**config.mk**
```make
export PLATFORM = sky130hd
export DESIGN_NAME = eqm_game_ctrl
export DESIGN_NICKNAME = d
export VERILOG_FILES = /design/src/rtl/eqm_game_ctrl.sv
export SDC_FILE = /design/constraint.sdc
export NUM_CORES = 1
export LEC_CHECK = 0
export BUFFER_PORTS_ARGS = -buffer_cell sky130_fd_sc_hd__buf_2
export CORE_ASPECT_RATIO = 0.6
export CORE_MARGIN = 1.5
export CORE_UTILIZATION = 60
export CTS_BUF_LIST = sky130_fd_sc_hd__clkbuf_16
export CTS_CLUSTER_SIZE = 25
export DETAILED_ROUTE_END_ITERATION = 6
export HOLD_SLACK_MARGIN = 0.05
export PLACE_DENSITY = 0.8
export SETUP_SLACK_MARGIN = 0.15
export SYNTH_ARGS = -nofsm -noshare
export SYNTH_HDL_FRONTEND = slang
export SYNTH_SLANG_ARGS = --single-unit
```
**constraint.sdc**
```tcl
create_clock -name clock -period 2.74 [get_ports clock]
set_input_delay 0.548 -clock clock [delete_from_list [all_inputs] [get_ports clock]]
set_output_delay 0.548 -clock clock [all_outputs]
set_load 0.1 [all_outputs]
```
**src/rtl/eqm_game_ctrl.sv**
```systemverilog
// Game sequencer: calibration, level select, per-round prep, move generation, play, win/lose.
// Latency: one cycle from an input event to the state change; status outputs are Moore decodes.
// Backpressure: none, events are single-cycle pulses; optional pause (EQM_PAUSE_EN) freezes PREP/PLAY.
module eqm_game_ctrl #(
    parameter int NUM_ROUNDS    = 8,
    parameter int LIVES         = 3,
    parameter int PREP_CYCLES   = 50000000,
    parameter int PLAY_TIMEOUT  = 250000000,
    parameter int CALIB_TIMEOUT = 500000000,
    localparam int SW = $clog2(NUM_ROUNDS + 1),
    localparam int LW = $clog2(LIVES + 1)
) (
    input  logic          clock,
    input  logic          reset,
    input  logic          start_game,
    input  logic          ponto_evento,
    input  logic          erro_evento,
    input  logic          sensor_fim_curso,
`ifdef EQM_PAUSE_EN
    input  logic          pause,
    output logic          pausado,
`endif
    output logic          gerar_nova_jogada,
    output logic          conta_nivel,
    output logic          reset_nivel,
    output logic          fade_trigger,
    output logic          trava_servo,
    output logic          calib_start,
    output logic          game_over,
    output logic          venceu,
    output logic          calib_fault,
    output logic [SW-1:0] score,
    output logic [LW-1:0] lives,
    output logic [2:0]    db_estado
);

    typedef enum logic [2:0] {
        S_CALIB      = 3'd0,
        S_SEL        = 3'd1,
        S_PREP       = 3'd2,
        S_GEN        = 3'd3,
        S_PLAY       = 3'd4,
        S_WIN        = 3'd5,
        S_LOSE       = 3'd6,
        S_CALIB_FAIL = 3'd7
    } state_t;

    // Shared timer is sized for the longest of the three intervals.
    localparam int MAX_AB = (PREP_CYCLES > PLAY_TIMEOUT) ? PREP_CYCLES : PLAY_TIMEOUT;
    localparam int MAX_T  = (MAX_AB > CALIB_TIMEOUT) ? MAX_AB : CALIB_TIMEOUT;
    localparam int TW     = $clog2(MAX_T + 1);

    localparam logic [TW-1:0] PREP_LAST  = TW'(PREP_CYCLES - 1);
    localparam logic [TW-1:0] PLAY_LAST  = TW'((PLAY_TIMEOUT == 0) ? 0 : PLAY_TIMEOUT - 1);
    localparam logic [TW-1:0] CALIB_LAST = TW'((CALIB_TIMEOUT == 0) ? 0 : CALIB_TIMEOUT - 1);
    localparam logic [SW-1:0] SCORE_MAX  = SW'(NUM_ROUNDS);
    localparam logic [LW-1:0] LIVES_INIT = LW'(LIVES);

    state_t          state, state_nxt, prev_state;
    logic [TW-1:0]   timer;
    logic [SW-1:0]   score_nxt;
    logic [LW-1:0]   lives_nxt;
    logic            hold;

`ifdef EQM_PAUSE_EN
    // Pause only freezes the timed, event-driven states.
    assign hold    = pause && (state == S_PREP || state == S_PLAY);
    assign pausado = hold;
`else
    assign hold = 1'b0;
`endif

    // State, previous state, score and lives registers.
    always_ff @(posedge clock or posedge reset) begin
        if (reset) begin
            state      <= S_CALIB;
            prev_state <= S_CALIB;
            score      <= '0;
            lives      <= LIVES_INIT;
        end else begin
            state      <= state_nxt;
            prev_state <= state;
            score      <= score_nxt;
            lives      <= lives_nxt;
        end
    end

    // Shared timer: restarts on every state change, frozen while paused, saturates otherwise.
    always_ff @(posedge clock or posedge reset) begin
        if (reset) begin
            timer <= '0;
        end else if (state_nxt != state) begin
            timer <= '0;
        end else if (!hold && timer != {TW{1'b1}}) begin
            timer <= timer + TW'(1);
        end
    end

    // Next-state, score/lives update and Moore output decode.
    always_comb begin
        state_nxt         = state;
        score_nxt         = score;
        lives_nxt         = lives;
        gerar_nova_jogada = 1'b0;
        conta_nivel       = 1'b0;
        reset_nivel       = 1'b0;
        fade_trigger      = 1'b0;
        trava_servo       = 1'b0;
        calib_start       = 1'b0;
        game_over         = 1'b0;
        venceu            = 1'b0;
        calib_fault       = 1'b0;

        case (state)
            S_CALIB: begin
                calib_start = 1'b1;
                reset_nivel = 1'b1;
                // The end-stop wins over the watchdog when both land together.
                if (sensor_fim_curso) begin
                    state_nxt = S_SEL;
                end else if (CALIB_TIMEOUT != 0 && timer == CALIB_LAST) begin
                    state_nxt = S_CALIB_FAIL;
                end
            end
            S_CALIB_FAIL: begin
                calib_fault = 1'b1;
                if (start_game) begin
                    state_nxt = S_CALIB;
                end
            end
            S_SEL: begin
                reset_nivel = 1'b1;
                trava_servo = 1'b1;
                score_nxt   = '0;
                lives_nxt   = LIVES_INIT;
                if (start_game) begin
                    state_nxt = S_PREP;
                end
            end
            S_PREP: begin
                if (!hold && timer == PREP_LAST) begin
                    state_nxt = S_GEN;
                end
            end
            S_GEN: begin
                gerar_nova_jogada = 1'b1;
                state_nxt         = S_PLAY;
            end
            S_PLAY: begin
                conta_nivel  = !hold;
                // Fires once on entry; a pause keeps the state so it cannot re-fire.
                fade_trigger = (prev_state != S_PLAY);
                if (!hold) begin
                    if (ponto_evento) begin
                        if (score != SCORE_MAX) begin
                            score_nxt = score + SW'(1);
                        end
                        state_nxt = (score_nxt == SCORE_MAX) ? S_WIN : S_PREP;
                    end else if (erro_evento ||
                                 (PLAY_TIMEOUT != 0 && timer == PLAY_LAST)) begin
                        if (lives != '0) begin
                            lives_nxt = lives - LW'(1);
                        end
                        state_nxt = (lives <= LW'(1)) ? S_LOSE : S_PREP;
                    end
                end
            end
            S_WIN: begin
                game_over = 1'b1;
                venceu    = 1'b1;
                if (start_game) begin
                    state_nxt = S_SEL;
                end
            end
            S_LOSE: begin
                game_over = 1'b1;
                if (start_game) begin
                    state_nxt = S_SEL;
                end
            end
            default: begin
                state_nxt = S_CALIB;
            end
        endcase
    end

    assign db_estado = state;

endmodule

```
==> results of run 1 <==
==> state kept, by name, indices dropped and copies added, names as in the netlist <==
signal      count
timer          29
score           4
lives           2
db_estado       3
prev_state      3
==> final cells by class <==
cell class / count / area (µm²) / share of cell area
repair buffers: 44 / 301.5 / 0.09262
well taps: 60 / 75.07 / 0.02306
flip-flops and latches: 41 / 1045 / 0.3209
inverters: 9 / 42.54 / 0.01307
multi-input cells: 217 / 1653 / 0.5077
clock buffers: 5 / 125.1 / 0.03843
clock inverters: 3 / 13.76 / 0.004228
==> logic make-up (layout without fill, tap and decap cells) <==
| group | count (synthesis) | after routing | share of synthesized area |
|---|---|---|---|
| adder cells (fa/ha/maj) | 5 | 5 | 0.02306 |
| XOR/XNOR | 29 | 29 | 0.09364 |
| multiplexers | 2 | 2 | 0.007380 |
| AND/OR/NAND/NOR | 120 | 120 | 0.2583 |
| AO/OA/AOI/OAI | 61 | 61 | 0.1836 |
| buffers and inverters | 30 | 61 | 0.05489 |
| flip-flops | 41 | 41 | 0.3792 |
==> cell usage in the layout, fill, tap and decap left out, types with 3 or more instances in the layout <==
master	count
nor2_1	14
nand2_1	16
nor2b_1	3
inv_1	8
o21ai_0	9
and3_1	10
a211oi_2	13
a211oi_1	17
buf_2	23
buf_4	18
and2_1	5
dfrtp_4	3
dfrtp_1	32
ha_1	4
xor2_1	26
xnor2_1	3
nand3_1	14
dfrtp_2	4
nor4_1	3
a21oi_1	4
clkbuf_16	5
and4_1	5
nand4_1	20
nor2_2	4
==> worst paths after layout <==
check | start | end | slack [ns] | depth (start not counted)
worst max-delay path | db_estado[0] | timer[2] | 0.25 | 7
worst min-delay path | reset | timer[20] | 0.38 | 3
worst max register to register | db_estado[0] | timer[2] | 0.25 | 7
worst min register to register | lives[0] | lives[0] | 0.55 | 2
max in group asynchronous | reset | db_estado[2] | 1.96 | 3
min in group clock | lives[0] | lives[0] | 0.55 | 2
==> what timing repair did <==
| item | in CTS | in global routing |
|---|---|---|
| pin swaps | 1 | 3 |
| gates resized for setup | 1 | 12 |
| endpoints found under the setup margin | 26 | 29 |
| setup buffers | 1 | 3 |
| hold buffers | 0 | 0 |
==> power by group through the flow <==
stage	clock network, mW	logic, mW	registers (mW)
final	0.559	2.04	0.779
after global routing	0.595	2.15	0.786
after CTS	0.563	1.95	0.776
after detailed placement	0	1.94	0.787
after global placement	0	1.91	0.782
after floorplan	0	1.23	1.14
==> metal layers <==
layer,up-vias,global-route usage,share of wire
met5,-,0,0
li1,1148,-,-
met1,1171,0.4325,0.47
met3,18,0.06557,0.098
met4,0,0.09788,0.021
met2,136,0.4389,0.41
==> metrics by stage <==
step	setup slack (ns)	power, mW
2_1_floorplan	0.1161	2.367
6_report	0.2510	3.382
3_5_place_dp	-0.01907	2.727
4_1_cts	0.1597	3.290
5_1_grt	0.1314	3.531
3_3_place_gp	0.06933	2.691
==> worst reg2reg max path: stages (launching register included) <==
cell and delay [ns]:
dfrtp_4 0.46, or4_4 0.53, nand4bb_1 0.19, or4_4 0.45, o211ai_2 0.12, o221ai_4 0.19, buf_12 0.20, a221oi_2 0.26
==> reports/metrics.cfg, run 1 <==
[sta]
tightest_slew_ns=0.6681
fin_crit_sh=0.9084
rsz0062_at_grt=false
hold_slack_ns=0.3818
fin_skew_ns=0.004524
setup_viol=0
hold_viol_final=0
slew_headroom=0.5525
tns_ns=0
slew_viol_final=0
fmax_ghz=0.4018
fin_crit_ns=2.489

[route]
viasPerCell=6.525
vias=2473
ant_nets=0
wl_per_cell_um=18.62
first_pass_iters=6
finalWirelength_mm=7.057
drc=0
drtIter0Drc=304

[yosys]
synth-edff-count=0
synthTopCellsByArea=dfrtp_1 36%, xor2_1 8.4%, a211oi_1 5.5%
ys.flop_type=dfrtp_1
seq_area_frac_synth=0.3792
synth_top_area_frac=0.3598
synthArstFlopShare=1.000
synth-seq-cells=41
synth_cells=288
yosysTopAreaCell=dfrtp_1
synth_cell_types=49
syn_avg_cell_area_um2=9.419
ys_top_cells_by_count=39 x dfrtp_1, 26 x xor2_1, 20 x a211oi_1, 20 x nand4_1, 18 x nor2_1
yosysWarningCount=0
synth.most_common_cell=dfrtp_1
syn_area_mm2=0.002713
synth_nets=299

[global_routing]
first_global_vias=2113
antenna_found_initial=0
grt_max_degree=42
grt_use_total=0.2963
grt_first_pass_wirelength_mm=10.95
grt-ovfl-total=0

[cts]
clock_sinks=41
clk_latency_ns=0.28
clock_path_buffers=2
cts_root_buffer=clkbuf_16
cts_tree=done
cts-htree-levels=2
cts-buffers-inserted=5
clk_pin_slew_worst_paths_ns=0.06

[die]
pin_count=24
core_mm2=0.004212
start_util=0.6441
dieArea_mm2=0.004946
rows=18
die_h_um=55.08
fp.dieW_um=89.81

[pwr]
p_clk_frac=0.165
p_sw_frac=0.5393
total_leakage_power_nw=1.336
power_switching_mw=1.824
p_seq_frac=0.230
cellPowerDensity_mw_per_mm2=1039
pwr-share-comb=0.604
p_int_mw=1.558
vdd_drop_max_uv=752.3

[placement]
hpwl_mm=4.849
place_inst=367
port_buffers=23
post_dp_cell_area_mm2=0.003017
gp_congestion=0.9003

[finish]
final_nets=329
diodes=0
final_util=0.7730
drive_gt1_frac=0.3072
final_cells=379
fillers=300
final_area_mm2=0.003256
area_growth_syn_to_layout_pct=20.02

[setup_path]
cp.buffers_inverters=1
critPathArrivalTime_ns=2.68
required_ns=2.93
cp_common_cell=or4_4
cpPeakStageDelay_ns=0.53
end_kind=flip-flop
cp_max_fo=17
crit_family=simple AND/OR/NAND/NOR gates
path_cells=or4_4, nand4bb_1, or4_4, o211ai_2, o221ai_4, buf_12, a221oi_2
crit_slowest_cell=or4_4
critPathKind=flip-flop to flip-flop
crit_path_start_kind=flip-flop

[flow_run]
cap_violations=0

[min_path]
hp-class=input port to asynchronous set/reset pin

[outcome]
run_status=finished clean

No activity file was read; power rests on OpenSTA's default activity.
==> run 2: changes to the inputs <==
==> constraint.sdc (replaced) <==
create_clock -name clock -period 2.74 [get_ports clock]
set_input_delay 0 -clock clock [delete_from_list [all_inputs] [get_ports clock]]
set_output_delay 0 -clock clock [all_outputs]
set_load 0.1 [all_outputs]
==> run 2 against run 1 <==
- design area down 2.8%
- power shrank 1.7%
- highest routed layer unchanged
- clock-buffer cell count unchanged
- fmax rose by 0.46%
- register-to-register slack about the same
- wire length down 2.6%
==> reports/metrics.cfg, run 2 (synthesis gave the netlist of run 1 again) <==
[route]
wl_per_cell_um=18.58  ; -0.21%
ant_nets=0  ; unchanged
viasPerCell=6.530  ; about the same
drc=0  ; unchanged
first_pass_iters=5  ; -1
drtIter0Drc=157  ; -48%
finalWirelength_mm=6.875  ; -2.6%
vias=2416  ; -2.3%

[placement]
gp_congestion=0.9415  ; +4.6%
port_buffers=23  ; unchanged
hpwl_mm=4.696  ; -3.2%
place_inst=360  ; -1.9%
pre_cts_slack_ns=0.1674  ; +0.1865 ns
post_dp_cell_area_mm2=0.002948  ; -2.3%

[die]
fp.dieW_um=89.81  ; unchanged
pin_count=24  ; unchanged
core_mm2=0.004212  ; unchanged
start_util=0.6441  ; unchanged
rows=18  ; unchanged
dieArea_mm2=0.004946  ; unchanged
die_h_um=55.08  ; unchanged

[min_path]
hp-class=input port to flip-flop
holdPathStages=2

[sta]
fin_crit_sh=0.9042  ; -0.004177
hold_viol_final=0  ; unchanged
setup_ws_ns=0.2624  ; +0.01144 ns
tightest_slew_ns=0.8514  ; +0.1833 ns
slew_viol_final=0  ; unchanged
fmax_ghz=0.4036  ; +0.46%
rsz0062_at_grt=true
fin_crit_ns=2.478  ; -0.01144 ns
fin_skew_ns=0.003101  ; -0.001423 ns
hold_slack_ns=0.1434  ; -0.2384 ns
tns_ns=0  ; unchanged
setup_viol=0  ; unchanged
slew_headroom=0.4318  ; -0.1207

[setup_path]
critPathArrivalTime_ns=2.67  ; about the same
path_cells=or4_1, nand4bb_1, or4_4, o211ai_2, o221ai_2, buf_12, a221oi_2
crit_family=simple AND/OR/NAND/NOR gates
rr_worst_depth=7  ; unchanged
crit_path_start_kind=flip-flop
cp_max_fo=29  ; +12
end_kind=flip-flop
cpPeakStageDelay_ns=0.56  ; +0.03 ns
cp.depth=7  ; unchanged
cp.buffers_inverters=1  ; unchanged
crit_slowest_cell=or4_1
critPathKind=flip-flop to flip-flop
required_ns=2.93  ; about the same

[cts]
cts_tree=done
clock_sinks=41  ; unchanged
clk_latency_ns=0.28  ; about the same
cts-buffers-inserted=5  ; unchanged
clock_path_buffers=2  ; unchanged
clk_pin_slew_worst_paths_ns=0.06  ; about the same
cts-htree-levels=2  ; unchanged
cts_root_buffer=clkbuf_16

[global_routing]
antenna_found_initial=0  ; unchanged
grt-ovfl-total=0  ; unchanged
first_global_vias=2130  ; +0.80%
grt_use_total=0.2921  ; -0.004166
grt_max_degree=30  ; -29%
grt_first_pass_wirelength_mm=11.10  ; +1.3%

[finish]
area_growth_syn_to_layout_pct=16.70
top_regs=timer: 29 flops, score: 4 flops
final_cell_mix=31 x dfrtp_1, 26 x xor2_1, 23 x buf_2
final_area_mm2=0.003166  ; -2.8%
final_util=0.7516  ; -0.02139
largest_reg_flops=29  ; unchanged
diodes=0  ; unchanged
final_nets=320  ; -2.7%
final_common_cell=dfrtp_1
final_cells=370  ; -2.4%
fillers=322  ; +7.3%
top_register=timer
drive_gt1_frac=0.2516  ; -0.05560

[flow_run]
cap_violations=0  ; unchanged

[pwr]
vdd_drop_max_uv=1042  ; +38%
total_leakage_power_nw=1.291  ; -3.4%
cellPowerDensity_mw_per_mm2=1050  ; +1.1%
p_total_mw=3.325  ; -1.7%

[outcome]
run_status=finished clean

run 2: cell types whose count changed in the layout (fill, tap and decap cells not counted), moves of 2 or more:
| cell | previous run | this run |
|---|---|---|
| nor2_2 | 4 | 0 |
| nor2_1 | 14 | 18 |
| a211oi_2 | 13 | 10 |
| buf_4 | 18 | 8 |
| a211oi_1 | 17 | 20 |
| clkinv_2 | 2 | 0 |
run 2: timing repair:
action                                  CTS  global route
pin swaps                                 0             1
buffers inserted                          0             1
hold buffers                              1             0
endpoints found under the setup margin    1            29
hold endpoints to repair                 21             0
gates resized for setup                   1             6
run 2: path summary, 6_finish.rpt:
check	start	to	slack [ns]
min in group asynchronous	reset	prev_state[1]	0.43
max	db_estado[0]	timer[2]	0.26
min	ponto_evento	score[1]	0.14
max reg2reg	db_estado[0]	timer[2]	0.26
min reg2reg	db_estado[2]	prev_state[2]	0.52
max in group asynchronous	reset	lives[1]	1.47
run 2: power by group:
| part | internal (mW) | total, mW | switching [mW] |
|---|---|---|---|
| clock network | 0.423 | 0.651 | 0.228 |
| logic | 0.435 | 1.88 | 1.44 |
| registers | 0.713 | 0.798 | 0.0854 |
run 2: final cells by class:
type,count,area (µm²),area share
clock buffers,5,125.1,0.03953
flip-flops and latches,41,1046,0.3304
repair buffers,35,236.5,0.07470
inverters,9,40.04,0.01265
multi-input cells,217,1605,0.5071
well taps,60,75.07,0.02372
clock inverters,3,37.54,0.01186
run 2: metal layers:
layer	track usage	vias to the layer above	share of wire	wire, µm
met5	0	-	0	0
met4	0.05556	0	0.0084	58
met3	0.04781	8	0.085	583
met2	0.4275	129	0.42	2855
met1	0.4553	1154	0.49	3378
li1	-	1125	-	-
run 2: worst reg2reg max path, cell delays in order, from the launching register on:
cell       delay, ns
dfrtp_4         0.46
or4_1           0.56
nand4bb_1       0.20
or4_4           0.45
o211ai_2        0.09
o221ai_2        0.13
buf_12          0.20
a221oi_2        0.29
